**src/rtl/mem_req_pkg.sv**
```systemverilog
// Shared types and defaults for the memory request scheduler.
package mem_req_pkg;

    localparam int ADDR_W      = 4;
    localparam int DATA_W      = 8;
    localparam int DEF_DEPTH   = 4;
    localparam int DEF_TIMEOUT = 15;

    typedef enum logic [1:0] {
        IDLE  = 2'd0,
        ISSUE = 2'd1,
        WAIT  = 2'd2,
        RESP  = 2'd3
    } state_t;

    typedef struct packed {
        logic              rw;
        logic [ADDR_W-1:0] addr;
        logic [DATA_W-1:0] wdata;
    } req_t;

endpackage

```
**src/rtl/mem_req_fifo.sv**
```systemverilog
// Request queue: DEPTH-entry FIFO of {rw, addr, wdata} with occupancy count.
module mem_req_fifo
    import mem_req_pkg::*;
#(
    parameter int DEPTH = DEF_DEPTH,
    parameter int CNT_W = 3
) (
    input  logic             clk,
    input  logic             rst,
    input  logic             push,
    input  logic             pop,
    input  req_t             din,
    output req_t             dout,
    output logic             full,
    output logic             empty,
    output logic [CNT_W-1:0] count
);

    localparam int              PTR_W = (DEPTH > 1) ? $clog2(DEPTH) : 1;
    localparam logic [PTR_W-1:0] LAST = PTR_W'(DEPTH - 1);

    req_t             mem [DEPTH];
    logic [PTR_W-1:0] wr_ptr;
    logic [PTR_W-1:0] rd_ptr;
    logic             do_push;
    logic             do_pop;

    // Pointers wrap explicitly so non-power-of-two depths work.
    function automatic logic [PTR_W-1:0] bump(input logic [PTR_W-1:0] p);
        return (p == LAST) ? '0 : p + PTR_W'(1);
    endfunction

    assign full    = (count == CNT_W'(DEPTH));
    assign empty   = (count == '0);
    assign do_push = push && !full;
    assign do_pop  = pop && !empty;
    assign dout    = mem[rd_ptr];

    always_ff @(posedge clk) begin
        if (rst) begin
            wr_ptr <= '0;
            rd_ptr <= '0;
            count  <= '0;
        end else begin
            if (do_push) wr_ptr <= bump(wr_ptr);
            if (do_pop)  rd_ptr <= bump(rd_ptr);
            case ({do_push, do_pop})
                2'b10:   count <= count + CNT_W'(1);
                2'b01:   count <= count - CNT_W'(1);
                default: ;
            endcase
        end
    end

    always_ff @(posedge clk) begin
        if (do_push) mem[wr_ptr] <= din;
    end

endmodule

```
**src/rtl/mem_req_scheduler.sv**
```systemverilog
// Queues SRAM requests and issues them one at a time to a memory controller,
// returning read data and aborting transactions the controller never completes.
module mem_req_scheduler
    import mem_req_pkg::*;
#(
    parameter int DEPTH   = DEF_DEPTH,
    parameter int TIMEOUT = DEF_TIMEOUT
) (
    input  logic              clk,
    input  logic              rst,
    input  logic              req_valid,
    output logic              req_ready,
    input  logic              req_rw,
    input  logic [ADDR_W-1:0] req_addr,
    input  logic [DATA_W-1:0] req_wdata,
    output logic              rsp_valid,
    output logic [ADDR_W-1:0] rsp_addr,
    output logic [DATA_W-1:0] rsp_rdata,
    output logic              mc_start,
    output logic              mc_rw,
    output logic [ADDR_W-1:0] mc_addr,
    output logic [DATA_W-1:0] mc_data_in,
    input  logic [DATA_W-1:0] mc_data_out,
    input  logic              mc_done,
    output logic              busy,
    output logic [2:0]        fifo_count,
    output logic              timeout_err
);

    // state | meaning
    // IDLE  | waiting for a queued request; pops head into mc_* on exit
    // ISSUE | mc_start pulse cycle
    // WAIT  | waiting for mc_done, bounded by the timeout counter
    // RESP  | rsp_valid pulse cycle for a completed read

    localparam int               TMR_W    = $clog2(TIMEOUT + 1);
    localparam logic [TMR_W-1:0] TMR_LAST = TMR_W'(TIMEOUT - 1);

    state_t           state;
    state_t           state_nxt;
    req_t             push_req;
    req_t             head;
    logic             full;
    logic             empty;
    logic             push;
    logic             pop;
    logic             rsp_load;
    logic             abort;
    logic [TMR_W-1:0] wait_cnt;

    assign push_req  = {req_rw, req_addr, req_wdata};
    assign req_ready = !full;
    assign push      = req_valid && req_ready;
    assign busy      = (state != IDLE) || (fifo_count != '0);

    mem_req_fifo #(
        .DEPTH (DEPTH),
        .CNT_W (3)
    ) u_fifo (
        .clk   (clk),
        .rst   (rst),
        .push  (push),
        .pop   (pop),
        .din   (push_req),
        .dout  (head),
        .full  (full),
        .empty (empty),
        .count (fifo_count)
    );

    always_ff @(posedge clk) begin
        if (rst) state <= IDLE;
        else     state <= state_nxt;
    end

    always_comb begin
        state_nxt = state;
        pop       = 1'b0;
        rsp_load  = 1'b0;
        abort     = 1'b0;
        case (state)
            IDLE: begin
                if (!empty) begin
                    pop       = 1'b1;
                    state_nxt = ISSUE;
                end
            end
            ISSUE: state_nxt = WAIT;
            WAIT: begin
                // A completion on the final allowed cycle still wins over the abort.
                if (mc_done) begin
                    rsp_load  = mc_rw;
                    state_nxt = mc_rw ? RESP : IDLE;
                end else if (wait_cnt == TMR_LAST) begin
                    abort     = 1'b1;
                    state_nxt = IDLE;
                end
            end
            RESP:    state_nxt = IDLE;
            default: state_nxt = IDLE;
        endcase
    end

    always_ff @(posedge clk) begin
        if (rst) begin
            mc_start    <= 1'b0;
            mc_rw       <= 1'b0;
            mc_addr     <= '0;
            mc_data_in  <= '0;
            rsp_valid   <= 1'b0;
            rsp_addr    <= '0;
            rsp_rdata   <= '0;
            timeout_err <= 1'b0;
            wait_cnt    <= '0;
        end else begin
            mc_start  <= pop;
            rsp_valid <= rsp_load;
            if (pop) begin
                mc_rw      <= head.rw;
                mc_addr    <= head.addr;
                mc_data_in <= head.wdata;
            end
            if (state == ISSUE)     wait_cnt <= '0;
            else if (state == WAIT) wait_cnt <= wait_cnt + TMR_W'(1);
            if (rsp_load) begin
                rsp_addr  <= mc_addr;
                rsp_rdata <= mc_data_out;
            end
            if (abort) timeout_err <= 1'b1;
        end
    end

endmodule

```
**config.mk**
```make
export PLATFORM = sky130hd
export DESIGN_NAME = mem_req_scheduler
export DESIGN_NICKNAME = d
export VERILOG_FILES = /design/src/rtl/mem_req_pkg.sv /design/src/rtl/mem_req_fifo.sv /design/src/rtl/mem_req_scheduler.sv
export SDC_FILE = /design/constraint.sdc
export NUM_CORES = 1
export LEC_CHECK = 0
export CORE_MARGIN = 10
export CORE_UTILIZATION = 50
export DETAILED_ROUTE_END_ITERATION = 10
export GPL_TIMING_DRIVEN = 0
export PLACE_DENSITY = 0.75
export SETUP_SLACK_MARGIN = 0.05
export SLEW_MARGIN = 20
export SYNTH_ARGS = -nofsm -noshare
export SYNTH_HDL_FRONTEND = slang
export SYNTH_SLANG_ARGS = --single-unit
```
**constraint.sdc**
```tcl
create_clock -name clk -period 3.06 [get_ports clk]
set_input_delay 0.306 -clock clk [delete_from_list [all_inputs] [get_ports clk]]
set_output_delay 0.306 -clock clk [all_outputs]
set_load 0.01 [all_outputs]
```
==> flow_metrics.tcl, run 1 <==
set metrics [dict create \
    leakage_nw 1.544 \
    crit_path_end_kind "flip-flop" \
    postRouteWirelength_um 7037 \
    synth_top_area_cell "edfxtp_1" \
    hold_violations 0 \
    crit_slowest_cell "dfxtp_1" \
    fillers 558 \
    core-area_sq_um 6907 \
    synth_nets 287 \
    antenna_found_initial 0 \
    vias 2225 \
    final_core_util_pct 65.54 \
    viasPerCell 5.285 \
    cts.htree.levels 3 \
    firstDrtPassIters 4 \
    synth_top_flop_cell "edfxtp_1" \
    cts_tree "done" \
    netlist_top_cells_count "edfxtp_1, dfxtp_1, nand2_1" \
    grtUsageTotal_pct 13.06 \
    finalNetCount 354 \
    worst-path-buf-inv 2 \
    totalPowerFinal_mw 3.820 \
    ir_drop_mv 0.4924 \
    regArea_sq_um 2382 \
    grt_pass1_vias 2207 \
    worstPathCellList "or3b_1 -> buf_2 -> nand2_1 -> ha_1 -> inv_1 -> fa_1 -> xor2_1 -> or3_1 -> a21oi_1" \
    grt_overflow_total 0 \
    synth_cells 253 \
    async_reset_ff_share_pct 0 \
    critPathMaxFanout 10 \
    critPathArrivalTime_ns 2.57 \
    cts.sinks 93 \
    setup_viol 0 \
    finalCritPeriodShare_pct 74.44 \
    worst_slew_pin_slew_ns 0.7306 \
    syn2layout_area_growth_pct 25.71 \
    drc 0 \
    syn_area_per_cell_sq_um 14.23 \
    post_cts_buffers 0 \
    slew_headroom_pct 51.30 \
    worstSetupPathType "flip-flop to flip-flop" \
    synth_top_area_share_pct 43.36 \
    final_layout_size_suffix_gt1_share_pct 12.92 \
    synth_edf_count 52 \
    rsz0062_at_grt "false" \
    multi_input_area_sq_um 1099 \
    period_needed_ns 2.278 \
    max_freq_mhz 439.0 \
    clkLatencyLatePin_ns 0.36 \
    worstPathRequired_ns 3.36 \
    p_per_area_nw_per_um2 843.8 \
    synth_most_common_cell "edfxtp_1" \
    holdBufCountCts 0 \
    critical-path-top-delay-family "simple AND/OR/NAND/NOR gates" \
    diodes 0 \
    ys.warnings.count 0 \
    grt_pass1_wl_um 11470 \
    drv_slew 0 \
    critPathMaxStageDelay_ns 0.42 \
    dieWidth_um 104.9 \
    pin_count 58 \
    die_area_sq_um 11000 \
    portBuffers 56 \
    synthTopCellsByArea "edfxtp_1, dfxtp_1, mux4_2, a22o_1, nand2_1" \
    hpwl_um 4827 \
    status "completed" \
    cts.repair.resized 0 \
    grt_max_degree 17 \
    drt-initial-drc-count 106 \
    die_h_um 104.9 \
    yosysSeqAreaShare_pct 66.16 \
    path_clk_slew_ns 0.09 \
    skew_ns 0.008739 \
    ys_types 40 \
    wl_per_cell_um 16.71 \
    tns_ns 0 \
    netlist_area_sq_um 3601 \
    ant_nets 0 \
    gp_congestion 0.7764 \
    cts_buffers 9 \
    ctsLongestPathBuffers 2 \
    min_path_type "input pin to flip-flop" \
    start_util_pct 52.14 \
    drv_cap 0 \
    ys_seq_elements 93 \
    cts_root_buf "clkbuf_8" \
    rows 30 \
    start_kind "flip-flop" \
]
==> final timing paths <==
path,to,start,depth (start not counted),slack (ns)
max reg2reg,u_fifo.count[2],u_fifo.count[2],9,0.78
min,u_fifo.wr_ptr[0],req_valid,3,0.33
min reg2reg,rsp_addr[1],rsp_addr[1],2,0.46
max,u_fifo.count[2],u_fifo.count[2],9,0.78
==> logic make-up (layout without fill, tap and decap cells) <==
| logic type | count (synthesis) | after routing | synth area share, % |
|---|---|---|---|
| flip-flops | 93 | 93 | 66.16 |
| AND/OR/NAND/NOR | 66 | 66 | 9.243 |
| AO/OA/AOI/OAI | 47 | 47 | 8.965 |
| buffers and inverters | 22 | 94 | 3.336 |
| multiplexers | 13 | 13 | 8.235 |
| adder cells (fa/ha/maj) | 9 | 9 | 3.336 |
| XOR/XNOR | 3 | 3 | 0.7298 |
==> per-layer routing <==
layer	track usage [%]	share of wire, %
met1	15.88	44
met2	20.91	49
met3	3.440	4.8
met4	6.765	2.5
met5	0	0
==> tightest hold or removal path, cell delays in order <==
cell and delay, ns:
buf_1 0.16, nand3_1 0.12, a21oi_2 0.05
==> placed cells by master (no fill, tap or decap), types with 2 or more instances in the layout <==
cell type        instances
xor2_1                   3
clkinvlp_4               3
edfxtp_1                52
nor3b_1                  2
a21oi_2                  2
and2_1                   2
and3_1                   4
ha_1                     8
nor3_2                   2
o21ai_0                  5
a21oi_1                 19
nor2_1                  12
mux4_2                  12
nand2_1                 29
dfxtp_1                 41
clkbuf_1                 6
inv_1                    7
nand3_1                  6
a22o_1                  13
clkbuf_8                 9
a21o_1                   2
buf_6                    2
clkdlybuf4s50_1         56
bufinv_16                3
buf_2                    5
==> registers in the layout, summed over array words and instances (netlist names) <==
register,flops
u_fifo.count,3
mc_start,1
rsp_valid,1
state,2
mc_rw,1
wait_cnt,4
mc_data_in,8
timeout_err,1
u_fifo.rd_ptr,2
rsp_rdata,8
mc_addr,4
u_fifo.wr_ptr,2
u_fifo.mem,52
rsp_addr,4
==> area by class of cell <==
type | instances | area share (%)
Buffer | 15 | 2.073
Timing Repair Buffer | 56 | 12.38
Multi-Input combinational cell | 138 | 24.27
Clock inverter | 7 | 2.681
Clock buffer | 9 | 2.736
Inverter | 7 | 0.5804
Tap cell | 96 | 2.653
Sequential cell | 93 | 52.63
==> power by group <==
part | leakage [nW] | internal (mW) | switching (mW)
combinational | 0.621 | 0.626 | 0.552
sequential | 0.811 | 1.52 | 0.140
clock | 0.112 | 0.545 | 0.437
==> through the flow <==
stage / worst slack [ns] / instance area [sq um] / hold slack, ns / cells
CTS: 0.7591 / 4527 / 0.3070 / 421
floorplan: 0.8328 / 3601 / 0.4049 / 253
global placement: 0.8055 / 4282 / 0.4427 / 405
global route: 0.5787 / 4527 / 0.3527 / 421
finish: 0.7821 / 4527 / 0.3270 / 421
detailed placement: 0.7950 / 4282 / 0.4463 / 405
(Power assumes the default switching activity.)
==> run 2, diff against run 1 <==
==> constraint.sdc (replaced) <==
create_clock -name clk -period 2.3 [get_ports clk]
set_input_delay 0.23 -clock clk [delete_from_list [all_inputs] [get_ports clk]]
set_output_delay 0.23 -clock clk [all_outputs]
set_load 0.01 [all_outputs]
==> run 2 against run 1 <==
Net effect:
- fmax rose by 1.2%
- register-to-register slack worse by 0.73 ns
- count of clock-buffer cells in the layout unchanged
- worst hold slack worse by 0.040 ns
- global-route usage increased by 0.090 points
- sequential share of layout area is 1.2 points lower
- routed wire length rose by 2.7%
- power is 38% higher
- non-clock buffer count grew 9
- final area up 2.9%
- utilization increased by 1.9 points
- critical endpoint unchanged
==> flow_metrics.tcl, run 2 (synthesis gave the netlist of run 1 again) <==
set metrics [dict create \
    status "completed" \
    setup_viol 0 \
    combinationalPowerShare_pct 33.6 \
    rr_endpoint "u_fifo.count[2]" \
    grt_pass1_wl_um 11570 \
    power.internal_mw 3.724 \
    start_util_pct 52.14 \
    rsz0062_at_grt "true" \
    postRouteWirelength_um 7230 \
    cts_root_buf "clkbuf_8" \
    ir_drop_mv 0.6536 \
    grt_max_degree 17 \
    tns_ns 0 \
    sequentialPowerShare_pct 41.7 \
    diodes 0 \
    dieWidth_um 104.9 \
    dr_wl_met3_um 325 \
    worst-path-buf-inv 2 \
    viasPerCell 5.295 \
    p_switching_mw 1.565 \
    grtUsageTotal_pct 13.16 \
    timing.rr.start "u_fifo.count[1]" \
    die_area_sq_um 11000 \
    min_path_type "input pin to flip-flop" \
    start_kind "flip-flop" \
    slew_headroom_pct 52.78 \
    crit_path_end_kind "flip-flop" \
    ctsLongestPathBuffers 2 \
    p_clk_share_pct 24.6 \
    final_layout_size_suffix_gt1_share_pct 18.26 \
    firstDrtPassIters 4 \
    critPathMaxStageDelay_ns 0.39 \
    top_register "u_fifo.mem" \
    syn2layout_area_growth_pct 29.33 \
    pin_count 58 \
    r2r_slack_ns 0.05 \
    hpwl_um 4827 \
    max_freq_mhz 444.3 \
    totalPowerFinal_mw 5.288 \
    hold_path_depth 3 \
    worstPathCellList "or3b_1 -> buf_6 -> nand2_4 -> ha_4 -> inv_2 -> fa_2 -> xor2_2 -> or3_4 -> a21oi_2" \
    finalCritPeriodShare_pct 97.86 \
    clkLatencyLatePin_ns 0.36 \
    cts_buffers 9 \
    cts.htree.levels 3 \
    critical-path-top-delay-family "simple AND/OR/NAND/NOR gates" \
    grt_pass1_vias 2237 \
    path_clk_slew_ns 0.09 \
    largest_reg_flops 52 \
    top_regs "u_fifo.mem (52), mc_data_in (8), rsp_rdata (8)" \
    worstPathRequired_ns 2.59 \
    crit_slowest_cell "or3b_1" \
    core-area_sq_um 6907 \
    critPathCapture "u_fifo.count[2]" \
    drt-initial-drc-count 66 \
    rows 30 \
    final_common_cell "clkdlybuf4s50_1" \
    gp_congestion 0.7764 \
    ant_nets 0 \
    drv_cap 0 \
    worstSetupPathType "flip-flop to flip-flop" \
    drv_slew 0 \
    critPathMaxFanout 4 \
    cts.sinks 93 \
    wl_per_cell_um 16.81 \
    vias 2277 \
    wl_met1_um 3178 \
    drc 0 \
    critPathArrivalTime_ns 2.54 \
    worst_slew_pin_slew_ns 0.7084 \
    hold_ws_ns 0.2869 \
    antenna_found_initial 0 \
    finalNetCount 363 \
    portBuffers 56 \
    skew_ns 0.008294 \
    fillers 533 \
    leakage_nw 1.598 \
    hold_violations 0 \
    path_depth 9 \
    final_cell_mix "clkdlybuf4s50_1, edfxtp_1, dfxtp_1" \
    cts_tree "done" \
    switching_share_pct 29.59 \
    p_per_area_nw_per_um2 1136 \
    wl_met2_um 3551 \
    grt_overflow_total 0 \
    crit_start "u_fifo.count[1]" \
    die_h_um 104.9 \
    rr_worst_depth 9 \
    final_core_util_pct 67.43 \
    top_layer "met4" \
    period_needed_ns 2.251 \
]
run 2: power by group through the flow:
stage	registers (mW)	logic (mW)	clock network [mW]
floorplan	2.26	0.951	0
global placement	2.23	1.55	0
detailed placement	2.24	1.58	0
CTS	2.21	1.62	1.32
global route	2.24	1.92	1.40
finish	2.21	1.78	1.30
run 2: per-layer routing:
| layer | GRT usage (%) | vias up |
|---|---|---|
| met4 | 6.765 | 0 |
| met1 | 15.80 | 1103 |
| met3 | 3.440 | 14 |
| li1 | - | 1096 |
| met5 | 0 | - |
| met2 | 21.31 | 64 |
run 2: metrics by stage:
| stage | cells | setup slack (ns) | cell area, sq um |
|---|---|---|---|
| final | 430 | 0.04933 | 4657 |
| after global routing | 430 | -0.02570 | 4657 |
| after CTS | 422 | 0.05753 | 4546 |
| after detailed placement | 405 | 0.03497 | 4282 |
| after global placement | 405 | 0.04554 | 4282 |
| after floorplan | 253 | 0.07279 | 3601 |
run 2: cell type report:
cell class,count,area [sq um],area share [%]
Buffer,15,100.1,2.149
Timing Repair Buffer,65,628.1,13.49
Clock inverter,7,121.4,2.606
Tap cell,96,120.1,2.579
Clock buffer,9,123.9,2.660
Inverter,7,26.28,0.5642
Multi-Input combinational cell,138,1144,24.56
Sequential cell,93,2394,51.40
run 2: worst min-delay path, cell delays in order:
cell and delay, ns:
buf_1 0.19, nand3_1 0.13, a21oi_2 0.05
run 2: how the worst min path moves through the flow:
stage                       from          endpoint  slack (ns)
floorplan           req_wdata[0]  u_fifo.mem[0][0]        0.33
global placement    rsp_rdata[0]      rsp_rdata[0]        0.44
global route           req_valid  u_fifo.wr_ptr[0]        0.31
CTS                    req_valid  u_fifo.wr_ptr[0]        0.23
detailed placement   rsp_addr[1]       rsp_addr[1]        0.45
finish                 req_valid  u_fifo.wr_ptr[0]        0.29
run 2: repair_timing:
item | CTS | global route
pin swaps | 0 | 6
hold buffers | 0 | 0
setup endpoints to repair | 1 | 1
resized for setup | 6 | 12
buffers inserted | 1 | 8
